==> src/rtl/wallace_pipe_mult.sv <==
// wallace_pipe_mult: 3-stage valid/ready Wallace-tree multiplier with per-transaction signed/unsigned mode
module wallace_pipe_mult #(
  parameter int WIDTH = 8,
  parameter int OUT_W = 2 * WIDTH
) (
  input  logic             clk,
  input  logic             rst,
  input  logic             in_valid,
  output logic             in_ready,
  input  logic [WIDTH-1:0] in_a,
  input  logic [WIDTH-1:0] in_b,
  input  logic             in_signed,
  output logic             out_valid,
  input  logic             out_ready,
  output logic [OUT_W-1:0] out_p,
  output logic             out_signed
);
  localparam int N = WIDTH + 1;
  localparam int NR = N + 1;
  localparam int LV = 10;
  logic v1, v2, v3, s1, s2, s3;
  logic [WIDTH-1:0] a1, b1;
  logic [OUT_W-1:0] r2_s, r2_c, p3;
  logic [N-1:0] ae, be;
  logic [OUT_W-1:0] cur [NR];
  logic [OUT_W-1:0] nxt [NR];
  logic [OUT_W-1:0] x, y, z;
  int n, k;
  logic go1, go3;
  assign go3 = !v3 || out_ready;
  assign go1 = !v2 || go3;
  assign in_ready = !v1 || go1;
  assign out_valid = v3;
  assign out_p = p3;
  assign out_signed = s3;
  // Operands are extended by one bit (sign or zero) so a single (WIDTH+1)-bit Baugh-Wooley array serves both modes; rows are then reduced 3:2 per layer until two remain
  always_comb begin
    ae = {s1 & a1[WIDTH-1], a1};
    be = {s1 & b1[WIDTH-1], b1};
    x = '0;
    y = '0;
    z = '0;
    for (int i = 0; i < NR; i++) cur[i] = '0;
    for (int i = 0; i < N; i++)
      for (int j = 0; j < N; j++)
        if (i + j < OUT_W) cur[i][i + j] = (ae[j] & be[i]) ^ ((i == N - 1) != (j == N - 1));
    cur[N][N] = 1'b1;
    n = NR;
    for (int l = 0; l < LV; l++) begin
      k = 0;
      for (int i = 0; i < NR; i++) nxt[i] = '0;
      for (int g = 0; g < NR / 3; g++)
        if (g < n / 3) begin
          x = cur[3 * g];
          y = cur[3 * g + 1];
          z = cur[3 * g + 2];
          nxt[k] = x ^ y ^ z;
          nxt[k + 1] = ((x & y) | (x & z) | (y & z)) << 1;
          k = k + 2;
        end
      for (int t = 0; t < 2; t++)
        if (t < n % 3) nxt[k + t] = cur[3 * (n / 3) + t];
      n = k + n % 3;
      cur = nxt;
    end
  end
  // Bubble-collapsing pipeline: valids move when the downstream stage frees up, data loads only with a valid entry
  always_ff @(posedge clk or posedge rst)
    if (rst) begin
      v1 <= 1'b0;
      v2 <= 1'b0;
      v3 <= 1'b0;
      a1 <= '0;
      b1 <= '0;
      s1 <= 1'b0;
      r2_s <= '0;
      r2_c <= '0;
      s2 <= 1'b0;
      p3 <= '0;
      s3 <= 1'b0;
    end else begin
      if (in_ready) v1 <= in_valid;
      if (in_ready && in_valid) begin
        a1 <= in_a;
        b1 <= in_b;
        s1 <= in_signed;
      end
      if (go1) v2 <= v1;
      if (go1 && v1) begin
        r2_s <= cur[0];
        r2_c <= cur[1];
        s2 <= s1;
      end
      if (go3) v3 <= v2;
      if (go3 && v2) begin
        p3 <= r2_s + r2_c;
        s3 <= s2;
      end
    end
endmodule

==> config.mk <==
export PLATFORM = sky130hd
export DESIGN_NAME = wallace_pipe_mult
export DESIGN_NICKNAME = d
export VERILOG_FILES = /design/src/rtl/wallace_pipe_mult.sv
export SDC_FILE = /design/constraint.sdc
export NUM_CORES = 1
export LEC_CHECK = 0
export BUFFER_PORTS_ARGS = -buffer_cell sky130_fd_sc_hd__buf_2
export CAP_MARGIN = 30
export CORE_AREA = 2 2 120 122
export DETAILED_ROUTE_END_ITERATION = 10
export DIE_AREA = 0 0 122 124
export GPL_TIMING_DRIVEN = 0
export PLACE_DENSITY = 0.49
export SYNTH_ARGS = -nofsm -noshare
export SYNTH_HDL_FRONTEND = slang
export SYNTH_SLANG_ARGS = --single-unit
export TNS_END_PERCENT = 50
==> constraint.sdc <==
create_clock -name clk -period 10.2 [get_ports clk]
set_clock_uncertainty 0.1 [all_clocks]
set_input_delay 0 -clock clk [delete_from_list [all_inputs] [get_ports clk]]
set_output_delay 0 -clock clk [all_outputs]
set_load 0.005 [all_outputs]
==> results of run 1 <==
## layout make-up
cell class	instances	share of cell area, %
Buffer	17	1.29
Clock buffer	13	4.38
Clock inverter	3	1.14
Inverter	59	3.92
Multi-Input combinational cell	290	50.2
Sequential cell	64	28.0
Tap cell	180	3.94
Timing Repair Buffer	60	7.10
## what timing repair did
action | 4_1_cts | 5_1_grt
hold buffers | 21 | 0
gates resized for setup | 0 | 0
endpoints found under the hold margin | 84 | 0
## through the flow
step                      power, mW  hold WS [ns]  std cells
after floorplan                1.08       0.00837        430
after global placement         1.30         0.121        649
after detailed placement       1.32         0.120        649
after CTS                      1.67         0.305        686
after global routing           1.83         0.324        686
final                          1.62         0.275        686
## per-layer routing
layer / up-vias / track usage, % / part of all wire, %
met3: 6 / 3.75 / 2.8
li1: 1514 / - / -
met2: 31 / 23.0 / 48
met1: 1556 / 18.1 / 48
met4: 0 / 5.03 / 1.2
met5: - / 0 / 0
## worst min-delay path, stage by stage
cell and delay [ns]:
dlygate4sd3_1 0.53, buf_2 0.14, inv_4 0.57
## cell families (layout without fill, tap and decap cells)
family / Yosys count / after routing / synth area share (%)
compound gates: 31 / 31 / 4.05
mux: 49 / 49 / 11.6
simple gates: 117 / 117 / 12.7
xor+xnor: 7 / 7 / 1.29
flops: 64 / 64 / 33.6
buf+inv: 76 / 152 / 6.20
fa+ha+maj: 86 / 86 / 30.6
## power by group through the flow
| stage | clock network [mW] | logic, mW | registers, mW |
|---|---|---|---|
| final | 0.330 | 0.888 | 0.404 |
| after global routing | 0.351 | 1.06 | 0.416 |
| after CTS | 0.339 | 0.923 | 0.406 |
| after floorplan | 0 | 0.683 | 0.396 |
| after global placement | 0 | 0.898 | 0.407 |
| after detailed placement | 0 | 0.905 | 0.410 |
## flip-flops by register name (all words and copies together), names as in the netlist
register	count
out_signed	1
out_valid	1
v2	1
s1	1
b1	8
v1	1
s2	1
r2_s	16
a1	8
out_p	16
r2_c	10
## placed cells by master, fill, tap and decap left out, types with 3 or more instances in the layout
cell type,count
xnor2_1,4
inv_1,58
nand2b_1,6
and2_1,48
clkbuf_16,9
nor2_1,3
o21ai_0,11
ha_1,35
buf_2,43
nand2_1,47
a21oi_1,6
fa_1,51
mux2_2,48
dfrtp_1,64
xor2_1,3
dlygate4sd3_1,21
clkbuf_1,14
and3_1,5
## path summary, 6_finish.rpt
check / startpoint / endpoint
worst max-delay path: s1 / r2_s[8]
worst min-delay path: rst / out_p[5]
worst max register to register: s1 / r2_s[8]
worst min register to register: out_p[8] / out_p[8]
max in group asynchronous: rst / v2
min in group clk: in_signed / s1
==> out/qor.yml, run 1 <==
outcome: "finished, final reports clean"
syn_inst: 430
reg2reg_slack_ns: 6.41
seq_area_sq_um: 1600
grt_overflow: 0
final.setup.worst_slack_ns: 6.41
post-route-period-util_pct: 37.2
die_y_um: 124
ys_warn_count: 0
drv_slew: 0
cts.clk_slew.worst_paths_ns: 0.05
final_area_sq_um: 5710
rsz0062_at_grt: "no"
final_util_pct: 41.6
required_ns: 10.32
num_io_pins: 40
port_buffers: 39
cp-start-kind: "flip-flop"
hp-class: "input pin to async pin"
cts_buffer_depth: 2
syn_to_final_growth_pct: 19.9
ys.flop_type: "dfrtp_1"
dr.pass1.iters: 4
syn-num-nets: 537
cp_max_fo: 8
p_leak_nw: 2.74
finalNetCount: 608
synth_top_cell_by_area: "dfrtp_1"
p_per_area_nw_per_um2: 284
worst_path_max_delay_cell: "fa_1"
clock_power_share_pct: 20.4
track_usage_pct: 14.1
setup_violations: 0
final_layout_size_suffix_gt1_share_pct: 21.7
relSlewSlack_pct: 45.5
clk_latency_ns: 0.34
p_seq_share_pct: 24.9
p_int_mw: 1.01
num_vias: 3107
cp_top_family: "adder cells"
ff2ff_path_depth: 10
grt_pass1_wl_mm: 16.1
wirelength_mm: 9.43
antenna_found_initial: 0
tns_ns: 0
fmax_mhz: 264
gp_congestion: 0.814
cts_buffers: 9
ys_seq_area_share_pct: 33.6
switching_share_pct: 37.8
p_switching_mw: 0.613
ys_top_cells_by_area: "dfrtp_1 34%, fa_1 21%, mux2_2 11%"
cpPeakStageDelay_ns: 0.55
max_slew.worst_pin.slew_ns: 0.818
drtIter0Drc: 96
coreArea_sq_um: 13700
die_area_sq_um: 15100
cts_root_buffer: "clkbuf_16"
num_rows: 43
cap_violations: 0
yosys-top-cells-count: "64 x dfrtp_1, 59 x inv_1, 51 x fa_1"
path_cells: "and2_1, nand2_1, fa_1, inv_1, fa_1, fa_1, fa_1, inv_1, ha_1, mux2_2"
combPwrFrac_pct: 54.7
yosysMostFrequentCell: "dfrtp_1"
cp.arrival_ns: 3.91
final_hold_viol_count: 0
netlist_area_sq_um: 4760
synth_edf_count: 0
critPathBufInv: 2
dpl_cell_area_sq_um: 5190
multi_input_area_sq_um: 2870
syn_avg_cell_area_sq_um: 11.1
cts.sinks: 64
place_hpwl_mm: 7.22
grt_start_max_net_pins: 65
period_needed_ns: 3.79
antenna_left: 0
htree_levels: 3
netlist.area_leader.share_pct: 33.6
fill_cells: 1364
synthArstFlopShare_pct: 100
criticalPathCategory: "flip-flop to flip-flop"
cp-end-kind: "flip-flop"
synthDistinctLibCells: 35
die_w_um: 122
ir_worst_vdd_mv: 0.0876
antenna-diode-count: 0
cp.depth: 10
cts_tree: "built"
first_global_vias: 3313
synth-seq-cells: 64
crit_top_cell: "fa_1"
routed_via_density: 4.53
start_util_pct: 34.7
drc_errors: 0
post_cts_buffers: 0
avgRoutedWirePerCell_um: 13.7
dp_slack_ns: 6.41
Note: power is estimated with default switching activity, not from simulation.
==> run 2, diff against run 1 <==
- clock period: 10.2 -> 3.6 ns (I/O delays scaled with it)
==> run 2 against run 1 <==
  * Clock-buffer cell count is the same
  * Largest cell class unchanged
  * Hold slack is essentially flat
  * Maximum frequency increased by 8.3%
  * Final cell count fell by 0.29%
==> out/qor.yml, run 2 (synthesized netlist as in run 1, its figures left out) <==
outcome: "finished, final reports clean"
track_usage_pct: 14.2
fill_cells: 1360
cp.arrival_ns: 3.62
die_area_sq_um: 15100
ff2ff_path_depth: 10
cts.sinks: 64
setup_violations: 0
num_rows: 43
wirelength_mm: 9.60
gp_congestion: 0.814
routed_via_density: 4.58
post-route-period-util_pct: 97.3
drc_errors: 0
p_per_area_nw_per_um2: 800
relSlewSlack_pct: 45.5
cp_max_fo: 10
antenna_left: 0
period_needed_ns: 3.50
htree_levels: 3
num_io_pins: 40
cts_buffers: 9
num_vias: 3130
avgRoutedWirePerCell_um: 14.0
mostFrequentLayoutCells: "58 x inv_1, 50 x dfrtp_1, 48 x mux2_2, 48 x fa_1"
dr.pass1.iters: 4
max_slew.worst_pin.slew_ns: 0.818
grt_util_met1_pct: 18.1
required_ns: 3.72
ir_worst_vdd_mv: 0.249
p_leak_nw: 2.76
start_util_pct: 34.7
drtIter0Drc: 84
final_hold_viol_count: 0
drv_slew: 0
place_hpwl_mm: 7.22
final_layout_size_suffix_gt1_share_pct: 27.2
port_buffers: 39
finalNetCount: 606
die_w_um: 122
cts.clk_slew.worst_paths_ns: 0.05
criticalPathCategory: "flip-flop to flip-flop"
hp-class: "input pin to async pin"
busiest_layer: "met2"
clk_latency_ns: 0.34
grtUsageMet2_pct: 23.1
cap_violations: 0
syn_to_final_growth_pct: 21.4
grt_start_max_net_pins: 65
grt_pass1_wl_mm: 16.2
cp-start-kind: "flip-flop"
grt_overflow: 0
cts_tree: "built"
cts_root_buffer: "clkbuf_16"
cts_buffer_depth: 2
die_y_um: 124
layout.cells.non_filler: 684
fmax_mhz: 285
coreArea_sq_um: 13700
dp.cells: 649
first_global_vias: 3312
gr-usage-met3_pct: 3.75
antenna-diode-count: 0
antenna_found_initial: 0
cp-end-kind: "flip-flop"
mostFrequentLayoutCell: "inv_1"
final_util_pct: 42.1
[run 2: changes by cell type in the layout (fill, tap and decap cells not counted), sizes merged]
cell	change
clkbuf	-10
buf	+8
[run 2: area by class of cell]
type / count / area, sq um / area share [%]
buffer: 9 / 58.8 / 1.02
clock buffer: 13 / 250 / 4.33
clock inverter: 3 / 65.1 / 1.13
inverter: 59 / 224 / 3.87
multi-input combinational: 290 / 2880 / 49.8
sequential: 64 / 1620 / 28.0
tap: 180 / 225 / 3.90
timing repair buffer: 66 / 458 / 7.92
[run 2: timing repair]
item | CTS | global route
setup buffers | 1 | 5
endpoints found under the hold margin | 84 | 0
hold buffers | 21 | 0
pin swaps | 0 | 7
resized for setup | 4 | 29
endpoints found under the setup margin | 12 | 10
[run 2: routing by layer]
layer / part of all wire, % / wire (um) / vias to the layer above
li1: - / - / 1508
met1: 47 / 4480 / 1583
met2: 49 / 4710 / 33
met3: 3.1 / 298 / 6
met4: 1.2 / 111 / 0
met5: 0 / 0 / -
[run 2: through the flow]
| step | total power, mW | TNS (ns) | cell area, sq um | worst slack, ns | hold slack, ns |
|---|---|---|---|---|---|
| after floorplan | 3.06 | 0 | 4760 | 0.149 | 0.00837 |
| final | 4.63 | 0 | 5780 | 0.0969 | 0.276 |
| after global placement | 3.70 | -1.16 | 5180 | -0.186 | 0.121 |
| after detailed placement | 3.73 | -1.40 | 5190 | -0.193 | 0.120 |
| after global routing | 5.22 | -0.00129 | 5780 | -0.00129 | 0.323 |
| after CTS | 4.72 | 0 | 5700 | 0.00276 | 0.305 |
[run 2: worst paths after layout]
check / from / end / slack [ns]
max: b1[7] / r2_s[8] / 0.1
min: rst / out_p[5] / 0.28
max reg2reg: b1[7] / r2_s[8] / 0.1
min reg2reg: out_p[8] / out_p[8] / 0.37
max in group asynchronous: rst / s1 / 2.54
min in group clk: in_signed / s1 / 0.32
[run 2: power breakdown]
group	internal [mW]	total [mW]	switching [mW]
registers	0.997	1.18	0.184
clock network	0.624	0.935	0.311
logic	1.26	2.51	1.25
[run 2: critical path, cell delays in order (launching register included)]
cell and delay [ns]:
dfrtp_1 0.39, buf_6 0.14, and2_1 0.17, fa_2 0.53, inv_1 0.05, fa_1 0.52, fa_1 0.43, fa_1 0.49
inv_1 0.04, ha_1 0.27, mux2_2 0.26
==> run 3, diff against run 2 <==
- clock period: 3.6 -> 3.44 ns (I/O delays scaled with it)
==> run 3 against run 2 <==
  * The run now ends with setup timing left
  * Sequential power up 5%
  * Largest power group unchanged
  * Hold slack worse by 0.0031 ns
  * Critical path depth stayed put
  * Worst setup slack got worse by 0.15 ns
  * Sequential cell count unchanged
  * Highest routed layer unchanged
==> out/qor.yml, run 3 (synthesized netlist as in run 1, its figures left out) <==
final_layout_size_suffix_gt1_share_pct: 30.5
fmax_mhz: 287
required_ns: 3.56
die_area_sq_um: 15100
cts_buffers: 9
cts_root_buffer: "clkbuf_16"
die_y_um: 124
dp_slack_ns: -0.301
violations: "setup timing"
start_util_pct: 34.7
grt_overflow: 0
drtIter0Drc: 53
relSlewSlack_pct: 45.9
drc_errors: 0
clk_latency_ns: 0.34
mostFrequentLayoutCell: "inv_1"
grt_start_max_net_pins: 65
routed_via_density: 4.59
dr.pass1.iters: 4
drv_slew: 0
antenna-diode-count: 0
final.setup.worst_slack_ns: -0.0493
setup_violations: 2
num_io_pins: 40
wirelength_mm: 9.65
cp-start-kind: "flip-flop"
p_per_area_nw_per_um2: 821
port_buffers: 39
mostFrequentLayoutCells: "55 x inv_1, 50 x dfrtp_1, 47 x nand2_1, 47 x mux2_2, 46 x fa_1"
track_usage_pct: 14.5
power_mw: 4.76
coreArea_sq_um: 13700
grt_pass1_wl_mm: 16.5
antenna_left: 0
htree_levels: 3
cts.clk_slew.worst_paths_ns: 0.05
p_leak_nw: 2.77
final_hold_viol_count: 0
max_slew.worst_pin.slew_ns: 0.812
finalNetCount: 611
cap_violations: 0
reg2reg_slack_ns: -0.05
first_global_vias: 3295
die_w_um: 122
avgRoutedWirePerCell_um: 14.0
cts.sinks: 64
tns_ns: -0.0775
post-route-period-util_pct: 101
ir_worst_vdd_mv: 0.277
hp-class: "input pin to async pin"
cp-end-kind: "flip-flop"
outcome: "finished, violations left"
antenna_found_initial: 0
cts_tree: "built"
period_needed_ns: 3.49
cp_max_fo: 10
num_rows: 43
fill_cells: 1375
syn_to_final_growth_pct: 21.9
rsz0062_at_grt: "yes"
place_hpwl_mm: 7.23
criticalPathCategory: "flip-flop to flip-flop"
cts_buffer_depth: 2
ff2ff_path_depth: 10
num_vias: 3156
gp_congestion: 0.821
cp.arrival_ns: 3.61
run 3: changes by cell type in the layout (fill, tap and decap cells not counted), sizes merged:
cell / previous run / this run
clkinvlp: 0 / 1
bufinv: 2 / 0
clkinv: 1 / 3
buf: 52 / 55
run 3: area by class of cell:
| class | instances | area [sq um] | share of cell area (%) |
|---|---|---|---|
| multi-input combinational | 290 | 2920 | 50.3 |
| sequential | 64 | 1620 | 27.9 |
| timing repair buffer | 71 | 495 | 8.54 |
| clock buffer | 11 | 233 | 4.01 |
| tap | 180 | 225 | 3.88 |
| inverter | 59 | 224 | 3.86 |
| buffer | 9 | 63.8 | 1.10 |
| clock inverter | 4 | 22.5 | 0.388 |
run 3: worst paths after layout:
path	start	endpoint
setup / recovery	b1[7]	r2_s[8]
hold / removal	rst	out_p[5]
setup reg to reg	b1[7]	r2_s[8]
hold reg to reg	out_p[7]	out_p[7]
max in group asynchronous	rst	s1
min in group clk	in_a[4]	a1[4]
run 3: routing by layer:
layer	GRT usage (%)	up-vias	routed length, um
met5	0	-	0
met4	5.75	0	191
met3	3.94	15	317
met2	23.4	43	4730
met1	18.6	1579	4400
li1	-	1519	-
run 3: worst max-delay path, cell delays in order, from the launching register on:
cell,delay [ns]
dfrtp_1,0.39
clkbuf_8,0.17
and2_1,0.17
fa_1,0.51
inv_1,0.05
fa_1,0.50
fa_1,0.43
fa_1,0.49
inv_1,0.04
ha_1,0.26
mux2_2,0.26
run 3: what timing repair did:
| action | in CTS | in global routing |
|---|---|---|
| gates resized for setup | 31 | 10 |
| pin swaps | 15 | 9 |
| setup buffers | 11 | 0 |
| setup endpoints to repair | 14 | 17 |
| hold buffers | 21 | 0 |
| hold endpoints to repair | 84 | 0 |
run 3: per-stage QoR:
step	instances	utilization [%]	area [sq um]	hold slack, ns
global route	688	42.3	5800	0.328
global placement	649	37.8	5190	0.121
detailed placement	649	37.8	5190	0.121
CTS	688	42.1	5780	0.302
finish	688	42.3	5800	0.273
floorplan	430	-	4770	0.00837
run 3: where the power goes:
part	internal (mW)	switching [mW]	total [mW]	leakage, nW
Combinational	1.38	1.34	2.72	1.88
Clock	0.479	0.323	0.802	0.125
Sequential	1.04	0.192	1.24	0.757
